## config.mk

```make
export PLATFORM = sky130hd
export DESIGN_NAME = inert_integrator_gen_flat
export DESIGN_NICKNAME = d
export VERILOG_FILES = /design/src/rtl/inert_pkg.sv /design/src/rtl/inert_integrator_gen_if.sv /design/src/rtl/inert_cal_avg.sv /design/src/rtl/inert_integrator_gen.sv /design/src/flat_wrapper.sv
export SDC_FILE = /design/constraint.sdc
export NUM_CORES = 1
export LEC_CHECK = 0
export CAP_MARGIN = 30
export CORE_ASPECT_RATIO = 1.4
export CORE_MARGIN = 2
export CORE_UTILIZATION = 55
export CTS_CLUSTER_DIAMETER = 100
export DETAILED_ROUTE_END_ITERATION = 12
export PLACE_DENSITY = 0.76
export SYNTH_ARGS = -nofsm -noshare
export SYNTH_HDL_FRONTEND = slang
export SYNTH_SLANG_ARGS = --single-unit
```

## constraint.sdc

```tcl
create_clock -name clk -period 9.1 [get_ports clk]
set_input_delay 1.82 -clock clk [delete_from_list [all_inputs] [get_ports clk]]
set_output_delay 1.82 -clock clk [all_outputs]
set_load 0.03 [all_outputs]
```

## src/rtl/inert_pkg.sv

```systemverilog
// Shared types and helpers for the yaw-rate integrator.
// Includes the state encoding, the fast-calibration depth and the rate conditioning function.
package inert_pkg;

    typedef enum logic [1:0] {
        IDLE = 2'd0,
        CAL  = 2'd1,
        RUN  = 2'd2
    } inert_state_t;

    localparam int FAST_CAL_LOG2 = 3;

    // Clamp to a symmetric dw-bit range, then zero anything inside the deadband.
    function automatic longint sat_db(
        input longint d,
        input int     dw,
        input longint db
    );
        longint lim;
        longint c;
        lim = (longint'(1) <<< (dw - 1)) - 1;
        if (d > lim)
            c = lim;
        else if (d < -lim)
            c = -lim;
        else
            c = d;
        if ((c < db) && (c > -db))
            c = 0;
        return c;
    endfunction

endpackage

```

## src/rtl/inert_integrator_gen_if.sv

```systemverilog
// Sample/heading bus between the SPI front end and the yaw integrator.
// The master side drives samples and control; the slave side returns heading and status.
interface inert_integrator_gen_if #(
    parameter int DATA_W = 16,
    parameter int HEAD_W = 12
);
    logic                     vld;
    logic signed [DATA_W-1:0] yaw_rt;
    logic                     strt_cal;
    logic                     moving;
    logic                     lftIR;
    logic                     rghtIR;
    logic                     cal_done;
    logic                     calibrated;
    logic signed [HEAD_W-1:0] heading;
    logic                     rdy;

    modport master (
        output vld, yaw_rt, strt_cal, moving, lftIR, rghtIR,
        input  cal_done, calibrated, heading, rdy
    );

    modport slave (
        input  vld, yaw_rt, strt_cal, moving, lftIR, rghtIR,
        output cal_done, calibrated, heading, rdy
    );
endinterface

```

## src/rtl/inert_cal_avg.sv

```systemverilog
// Gyro offset calibration: sums 2^LOG2N samples and keeps their arithmetic mean.
// done is a combinational strobe on the accepted final sample.
module inert_cal_avg
    import inert_pkg::*;
#(
    parameter int DATA_W   = 16,
    parameter int CAL_LOG2 = 11,
    parameter int FAST_SIM = 0
) (
    input  logic                     clk,
    input  logic                     rst,
    input  logic                     clr,
    input  logic                     en,
    input  logic signed [DATA_W-1:0] sample,
    output logic signed [DATA_W-1:0] offset,
    output logic                     done
);
    localparam int LOG2N = (FAST_SIM != 0) ? FAST_CAL_LOG2 : CAL_LOG2;
    localparam int SUM_W = DATA_W + CAL_LOG2;
    localparam logic [CAL_LOG2-1:0] ONES = '1;
    localparam logic [CAL_LOG2-1:0] LAST = ONES >> (CAL_LOG2 - LOG2N);
    localparam logic [CAL_LOG2-1:0] ONE  = {{(CAL_LOG2-1){1'b0}}, 1'b1};

    logic signed [SUM_W-1:0] sum;
    logic signed [SUM_W-1:0] sum_nx;
    logic [CAL_LOG2-1:0]     cnt;

    assign sum_nx = sum + SUM_W'(sample);
    assign done   = en && (cnt == LAST);

    always_ff @(posedge clk) begin
        if (rst) begin
            sum    <= '0;
            cnt    <= '0;
            offset <= '0;
        end else if (clr) begin
            sum <= '0;
            cnt <= '0;
        end else if (en) begin
            if (done) begin
                sum    <= '0;
                cnt    <= '0;
                offset <= DATA_W'(sum_nx >>> LOG2N);
            end else begin
                sum <= sum_nx;
                cnt <= cnt + ONE;
            end
        end
    end

endmodule

```

## src/rtl/inert_integrator_gen.sv

```systemverilog
// Yaw-rate integrator: offset calibration, deadband, wrapping heading accumulator.
// Define INERT_IR_FUSE_EN to add IR guard-rail drift nudging in RUN.
module inert_integrator_gen
    import inert_pkg::*;
#(
    parameter int DATA_W   = 16,
    parameter int HEAD_W   = 12,
    parameter int FRAC_W   = 15,
    parameter int CAL_LOG2 = 11,
    parameter int FAST_SIM = 0,
    parameter int DEADBAND = 8,
    parameter int IR_NUDGE = 512
) (
    input logic                  clk,
    input logic                  rst,
    inert_integrator_gen_if.slave bus
);
    localparam int ACC_W = HEAD_W + FRAC_W;

    inert_state_t             state;
    logic signed [ACC_W-1:0]  acc;
    logic signed [ACC_W-1:0]  e_ext;
    logic signed [ACC_W-1:0]  nudge;
    logic signed [DATA_W-1:0] offset;
    logic                     cal_en;
    logic                     cal_fin;
    logic                     cal_done_q;
    logic                     calibrated_q;
    logic                     rdy_q;

    // A sample arriving with strt_cal is dropped, never counted.
    assign cal_en = (state == CAL) && bus.vld && !bus.strt_cal;

    inert_cal_avg #(
        .DATA_W  (DATA_W),
        .CAL_LOG2(CAL_LOG2),
        .FAST_SIM(FAST_SIM)
    ) u_cal (
        .clk   (clk),
        .rst   (rst),
        .clr   (bus.strt_cal),
        .en    (cal_en),
        .sample(bus.yaw_rt),
        .offset(offset),
        .done  (cal_fin)
    );

    always_comb begin
        e_ext = ACC_W'(sat_db(longint'(bus.yaw_rt) - longint'(offset),
                              DATA_W, longint'(DEADBAND)));
    end

`ifdef INERT_IR_FUSE_EN
    always_comb begin
        nudge = '0;
        unique case (1'b1)
            (bus.rghtIR && !bus.lftIR): nudge = ACC_W'(IR_NUDGE);
            (bus.lftIR && !bus.rghtIR): nudge = -ACC_W'(IR_NUDGE);
            default:                    nudge = '0;
        endcase
    end
`else
    logic unused_ir;
    assign unused_ir = bus.lftIR ^ bus.rghtIR ^ (IR_NUDGE != 0);
    assign nudge     = '0;
`endif

    always_ff @(posedge clk) begin
        if (rst) begin
            state        <= IDLE;
            acc          <= '0;
            cal_done_q   <= 1'b0;
            calibrated_q <= 1'b0;
            rdy_q        <= 1'b0;
        end else begin
            cal_done_q <= 1'b0;
            rdy_q      <= 1'b0;
            if (bus.strt_cal) begin
                state        <= CAL;
                calibrated_q <= 1'b0;
            end else begin
                unique case (state)
                    IDLE: begin
                    end
                    CAL: begin
                        if (cal_fin) begin
                            state        <= RUN;
                            acc          <= '0;
                            cal_done_q   <= 1'b1;
                            calibrated_q <= 1'b1;
                        end
                    end
                    RUN: begin
                        if (bus.vld) begin
                            rdy_q <= 1'b1;
                            if (bus.moving)
                                acc <= acc + e_ext + nudge;
                        end
                    end
                endcase
            end
        end
    end

    assign bus.heading    = acc[ACC_W-1:FRAC_W];
    assign bus.cal_done   = cal_done_q;
    assign bus.calibrated = calibrated_q;
    assign bus.rdy        = rdy_q;

endmodule

```

## src/flat_wrapper.sv

```systemverilog
// flat-port wrapper written by rule: the top's interface ports become plain ports
module inert_integrator_gen_flat import inert_pkg::*;
#(
    parameter int DATA_W   = 16,
    parameter int HEAD_W   = 12,
    parameter int FRAC_W   = 15,
    parameter int CAL_LOG2 = 11,
    parameter int FAST_SIM = 0,
    parameter int DEADBAND = 8,
    parameter int IR_NUDGE = 512
)
  (clk, rst, bus_vld, bus_yaw_rt, bus_strt_cal, bus_moving, bus_lftIR, bus_rghtIR, bus_cal_done, bus_calibrated, bus_heading, bus_rdy);
  inert_integrator_gen_if #(.DATA_W(DATA_W), .HEAD_W(HEAD_W)) bus_i ();
  input logic clk;
  input logic rst;
  input wire logic [$bits(bus_i.vld)-1:0] bus_vld;
  input wire logic [$bits(bus_i.yaw_rt)-1:0] bus_yaw_rt;
  input wire logic [$bits(bus_i.strt_cal)-1:0] bus_strt_cal;
  input wire logic [$bits(bus_i.moving)-1:0] bus_moving;
  input wire logic [$bits(bus_i.lftIR)-1:0] bus_lftIR;
  input wire logic [$bits(bus_i.rghtIR)-1:0] bus_rghtIR;
  output wire logic [$bits(bus_i.cal_done)-1:0] bus_cal_done;
  output wire logic [$bits(bus_i.calibrated)-1:0] bus_calibrated;
  output wire logic [$bits(bus_i.heading)-1:0] bus_heading;
  output wire logic [$bits(bus_i.rdy)-1:0] bus_rdy;
  assign bus_i.vld = bus_vld;
  assign bus_i.yaw_rt = bus_yaw_rt;
  assign bus_i.strt_cal = bus_strt_cal;
  assign bus_i.moving = bus_moving;
  assign bus_i.lftIR = bus_lftIR;
  assign bus_i.rghtIR = bus_rghtIR;
  assign bus_cal_done = bus_i.cal_done;
  assign bus_calibrated = bus_i.calibrated;
  assign bus_heading = bus_i.heading;
  assign bus_rdy = bus_i.rdy;
  inert_integrator_gen #(.DATA_W(DATA_W), .HEAD_W(HEAD_W), .FRAC_W(FRAC_W), .CAL_LOG2(CAL_LOG2), .FAST_SIM(FAST_SIM), .DEADBAND(DEADBAND), .IR_NUDGE(IR_NUDGE)) u_core (.clk(clk), .rst(rst), .bus(bus_i));
endmodule
```

== Word-level counts from Yosys, hierarchy flattened ==
Index checks and enable logic that the tools add are counted.
Cells by class
  add/subtract/negate cells: 4
  bitwise gates (word level): 3
  $lt $le $gt $ge: 4
  equality and inequality tests: 6
  mux-type cells: 14
  reductions and logical operators: 15
Operator list (number)
  $mux W27: 5
  $mux W64: 2
  $gt A64 B16 Y1 const B: 1
  $gt A64 B4 Y1 const B: 1
  $lt A64 B16 Y1 const B: 1
  $lt A64 B5 Y1 const B: 1
  $pmux W27 S2: 1
  $add A27 B16 Y27: 1
  $add A27 B27 Y27: 1
  $sub A16 B16 Y17: 1
  $add A11 B1 Y11 const B: 1
  $eq A11 B11 Y1 const B: 1
  $mux W11: 1
  $reduce_bool A2 Y1: 3
  $reduce_or A3 Y1: 2
  $mux W1: 5
  $reduce_and A5 Y1: 1
  $logic_and A1 B1 Y1: 4
  $ne A2 B2 Y1 const B: 2
  $reduce_and A2 Y1: 2
  $not A1 Y1: 3
  $reduce_and A3 Y1: 1
  $eq A2 B1 Y1 const B: 1
  $eq A2 B2 Y1 const B: 1
  other kinds (3): 3
Word-level totals
  input bits: 23
  flip-flop bits (word level): 85
  logic and storage cells: 54
  output and inout port bits: 15

== Longest topological paths before layout ==
Gate-level depths: netlist (run 1).
  word-level depth: 11
  depth in mapped cells: 27
  mapped depth without buffers: 27

== By module ==
Synthesis (run 1) repeated with hierarchy kept, for this count alone.
Unflattened totals
  cell total of the unflattened synthesis: 905
  area, all modules: 7176.9 um^2
By module, submodules not included
  inert_integrator_gen: cells each 491, sequential area each 620.6 um^2, area each 3781.1 um^2, times used 1
  inert_cal_avg: cells each 414, sequential area each 1081.0 um^2, area each 3395.8 um^2, times used 1

== Least setup slack after synthesis (run 1) ==
OpenSTA, ideal clock, no wires.
  kind: input to register
  from: input port bus_yaw_rt[1]
  to: register u_core.acc[26]
  data arrival time: 7.039 ns
  stages on the path: 25
  path buffers: 0
  required time: 8.968 ns
  setup time: 0.132 ns
  slack: 1.929 ns
  cell sequence: ha_1 nor2b_4 o31a_1 o41a_4 a221o_1 a41oi_1 o21bai_2 xnor2_2 nor4_1 nand2_1 o31ai_4 a31oi_2 ha_1 fa_1 a211oi_1 nor2_1 o41ai_1 a31oi_1 a31oi_1 or3_1 a31oi_1 a31o_2 xnor2_1 mux2i_1 a21oi_1
Between the ends
  longest elaborated chain between the ends: 11
  elaborated cells on any way between the ends: 13
  those cells by class: 2 x add/sub; 4 x order compare; 6 x mux; 1 x reduce/logical
RTL lines
  start, declared: line flat_wrapper.sv:17  | input wire logic [$bits(bus_i.yaw_rt)-1:0] bus_yaw_rt;
  $sub A16 B16 Y17 (*): line inert_integrator_gen.sv:49  | e_ext = ACC_W'(sat_db(longint'(bus.yaw_rt) - longint'(offset),
  $lt A64 B16 Y1: line inert_pkg.sv:24  | else if (d < -lim)
  $mux W64: line inert_pkg.sv:24
  $mux W64 (*): line inert_pkg.sv:22  | if (d > lim)
  $lt A64 B5 Y1 or $gt A64 B4 Y1 (tied branches): line inert_pkg.sv:28  | if ((c < db) && (c > -db))
  $logic_and A1 B1 Y1: line inert_pkg.sv:28
  $mux W27 (*): line inert_pkg.sv:28
  $add A27 B27 Y27 (*): line inert_integrator_gen.sv:97  | acc <= acc + e_ext + nudge;
  $mux W27 (*): line inert_integrator_gen.sv:96  | if (bus.moving)
  $mux W27 (*): line inert_integrator_gen.sv:94  | if (bus.vld) begin
  $pmux W27 S2 (*): line inert_integrator_gen.sv:82  | unique case (state)
  end signal, assigned: line inert_integrator_gen.sv:97
  end, declared: line inert_integrator_gen.sv:21  | logic signed [ACC_W-1:0] acc;
Mark *: on every way between the ends. The rest lies on a longest branch, timed or not. The select of a mux whose other input is x is not followed.
A chain may end at the register's enable or synchronous reset.

== Final worst setup path (run 1) ==
  from: input port bus_yaw_rt[0]
  to: register u_core.acc[26]
The elaborated chain is that of the path after synthesis.

==> results of run 1 <==
synthesized netlist by cell type, types with 2 or more instances:
| master | count | area share |
|---|---|---|
| a211o_1 | 3 | 0.0039 |
| o21ai_0 | 32 | 0.024 |
| buf_6 | 2 | 0.0034 |
| o221ai_1 | 3 | 0.0039 |
| dfxtp_1 | 85 | 0.25 |
| nor3_1 | 20 | 0.015 |
| a31o_2 | 2 | 0.0026 |
| buf_4 | 13 | 0.015 |
| a21boi_0 | 2 | 0.0022 |
| a41oi_1 | 2 | 0.0026 |
| or2_2 | 6 | 0.0056 |
| o41ai_1 | 2 | 0.0026 |
| xnor2_1 | 38 | 0.050 |
| nand3b_1 | 2 | 0.0022 |
| mux2i_1 | 2 | 0.0030 |
| o21bai_1 | 5 | 0.0056 |
| o21ai_1 | 2 | 0.0015 |
| nand4_1 | 7 | 0.0065 |
| o31ai_1 | 3 | 0.0034 |
| nor2b_1 | 9 | 0.0084 |
| nand3_1 | 26 | 0.019 |
| nor4_1 | 10 | 0.0094 |
| and3_1 | 11 | 0.010 |
| a211oi_1 | 9 | 0.010 |
| a22oi_1 | 29 | 0.033 |
| or3_1 | 8 | 0.0075 |
| xor2_1 | 22 | 0.029 |
| nor2_1 | 94 | 0.053 |
| clkbuf_1 | 29 | 0.016 |
| a21o_1 | 15 | 0.017 |
| fa_1 | 3 | 0.0090 |
| a31oi_1 | 10 | 0.0094 |
| nand2_1 | 86 | 0.048 |
| o41a_1 | 3 | 0.0051 |
| o31a_1 | 3 | 0.0039 |
| ha_1 | 69 | 0.13 |
| a21oi_1 | 96 | 0.072 |
| nand2b_1 | 8 | 0.0075 |
| o211ai_1 | 5 | 0.0056 |
| and2_1 | 3 | 0.0028 |
| inv_1 | 37 | 0.021 |
| o21a_1 | 19 | 0.021 |
| o2111ai_1 | 5 | 0.0065 |
critical path: stages:
cell	delay, ns
clkdlybuf4s50_1	0.54
inv_1	0.06
ha_1	0.25
fa_1	0.44
nor2b_1	0.20
o31a_1	0.22
o221ai_1	0.18
a31oi_1	0.40
a21oi_1	0.14
o2111ai_1	0.25
nand3_1	0.37
nand2_1	0.40
a31oi_2	0.15
ha_1	0.25
fa_1	0.43
a211oi_1	0.28
nor2_1	0.13
o41ai_1	0.35
a31oi_1	0.21
a31oi_1	0.33
or3_1	0.19
a31oi_1	0.13
a31o_2	0.28
xnor2_1	0.16
mux2i_1	0.22
a21oi_1	0.08
stage by stage:
stage	utilization	hold slack, ns
3_5_place_dp	0.599	0.449
3_3_place_gp	0.596	0.442
5_1_grt	0.628	0.483
4_1_cts	0.628	0.457
2_1_floorplan	-	0.436
6_report	0.628	0.454
logic make-up (layout without fill, tap and decap cells):
group           Yosys count  after routing  share of synthesized area
simple gates            298            298                      0.208
compound gates          263            263                      0.260
flops                    85             85                      0.254
buf+inv                  81             99                     0.0550
fa+ha+maj                72             72                      0.138
xor+xnor                 61             61                     0.0810
mux                       2              2                    0.00299
how the worst max path moves through the flow:
stage	from	slack, ns	depth (start not counted)	endpoint
2_1_floorplan	bus_yaw_rt[1]	1.93	25	u_core.acc[26]
3_3_place_gp	bus_yaw_rt[0]	0.75	26	u_core.acc[26]
3_5_place_dp	bus_yaw_rt[0]	0.58	26	u_core.acc[26]
4_1_cts	bus_yaw_rt[0]	0.91	26	u_core.acc[26]
5_1_grt	bus_yaw_rt[0]	0.41	26	u_core.acc[26]
6_report	bus_yaw_rt[0]	0.81	26	u_core.acc[26]
layer usage:
layer | part of all wire | vias to the layer above
met5 | 0 | -
met1 | 0.42 | 2994
met3 | 0.030 | 38
met2 | 0.53 | 141
met4 | 0.028 | 0
li1 | - | 3136
final cells by class:
cell class              instances  area (um2)
clock inverters                 6        93.8
clock buffers                  10         239
flip-flops and latches         85        1700
fillers                      1064        4400
inverters                      37         139
repair buffers                 46         435
well taps                     147         184
multi-input cells             696        4620
flip-flops by register name (all words and copies together) (netlist names):
signal                 cells
u_core.u_cal.sum          27
u_core.bus.calibrated      1
u_core.u_cal.cnt          11
u_core.bus.cal_done        1
u_core.u_cal.offset       16
u_core.acc                27
u_core.state               1
u_core.bus.rdy             1
power groups by stage:
stage	combinational [mW]	sequential (mW)	clock [mW]
2_1_floorplan	0.131	0.383	0
3_3_place_gp	0.167	0.383	0
3_5_place_dp	0.172	0.383	0
4_1_cts	0.174	0.375	0.418
5_1_grt	0.195	0.375	0.430
6_report	0.176	0.375	0.412
==> reports/metrics.yaml, run 1 <==
grt:
  antenna_found_initial: 0
  grt_busiest_layer: "met2"
  grt_use_met1: 0.271
  gr-usage-all-layers: 0.248
  grt_overflow: 0
  grt_pass1_vias: 6194
  met3_usage: 0.0316
  grtUsageMet2: 0.478
  grt_pass1_wl_um: 27300
  grt_start_max_net_pins: 51
route:
  first_pass_iters: 5
  wl_um: 16200
  vias: 6309
  avgRoutedWirePerCell_um: 15.8
  drtAntennaViolNets: 0
  viasPerCell: 6.14
  drc: 0
  drtIter0Drc: 333
timing:
  hold_viol: 0
  period_needed_ns: 8.29
  rsz0062_at_grt: "no"
  tightest_slew_ns: 0.985
  fin_ws_ns: 0.809
  fin_crit_sh: 0.911
  finalSetupViolations: 0
  tns_ns: 0
  fmax_mhz: 121
  maxSlewHeadroom: 0.342
  skew_ns: 0.00738
  report.final.slew_viol_count: 0
cts:
  clockBufferDepth: 2
  clk-insertion-delay-late_ns: 0.35
  cts.repair.resized: 0
  postCtsSetupBuffers: 0
  cts-hold-fix-buffers: 0
  htree_levels: 3
  path_clk_slew_ns: 0.06
  cts.sinks: 85
  cts_buffers: 9
  cts_tree: "done"
  root_buffer: "clkbuf_16"
floorplan:
  design.core.area_mm2: 0.0118
  dieArea_mm2: 0.0131
  die_h_um: 134
  start_util: 0.566
  ioPinCount: 38
  num_rows: 47
  die_x_um: 97.2
setup_path:
  rr_worst_depth: 24
  worstPathRequired_ns: 9.29
  worstReg2RegEnd: "u_core.acc[26]"
  end_kind: "flip-flop"
  cp_data_arrival_time_ns: 8.48
  worst_setup_path_start_kind: "primary input"
  critical_path_class: "primary input to flip-flop"
  worstReg2RegStart: "u_core.u_cal.offset[1]"
  r2r_slack_ns: 2.50
  worstPathMaxFanout: 11
logic_synthesis:
  ys.flop_type: "dfxtp_1"
  ys_seq_area_frac: 0.254
  synth_warnings: 0
  syn_area_per_cell_um2: 7.76
  synth.distinct_cells: 65
  synth_edf_count: 0
  netlist_area_mm2: 0.00669
  syn_nets: 957
  syn_inst: 862
  synth_seq_cells: 85
  synthArstFlopShare: 0
run:
  maxCapViolCount: 0
power:
  ir_worst_vdd_uv: 84.2
  finalPower_mw: 0.963
  p_per_area_mw_per_mm2: 130
  p_sw_mw: 0.267
  p_clk_frac: 0.428
  p_seq_frac: 0.389
  p_comb_frac: 0.183
  power.share.switching: 0.278
  p_int_mw: 0.695
  leakage_nw: 2.97
placed_design:
  place_area_mm2: 0.00708
  dp.cells: 1011
  gp_congestion: 0.943
  hpwl_um: 12100
  io_buffers: 35
  pre_cts_ws_ns: 0.578
final_layout:
  synthToLayoutAreaGrowth_pct: 10.9
  drive_gt1_frac: 0.0534
  final_area_mm2: 0.00742
  instances_no_fill: 1027
  n_antenna_cell: 0
  final_cell_mix: "96 x a21oi_1, 94 x nor2_1, 86 x nand2_1"
  layout.cells.most_common: "a21oi_1"
  fin_nets: 970
worst_hold_path:
  hold_depth: 2
  hold_start: "u_core.u_cal.offset[8]"
  hold_class: "flip-flop to flip-flop"
  holdPathEnd: "u_core.u_cal.offset[8]"
status:
  status: "finished clean"
Power figures use the tool's default switching activity.
==> inputs of run 2 (changes only) <==
- HOLD_SLACK_MARGIN: unset -> 0.15
==> results of run 2 <==
Final layout, timing and power as in run 1 (identical DEF).
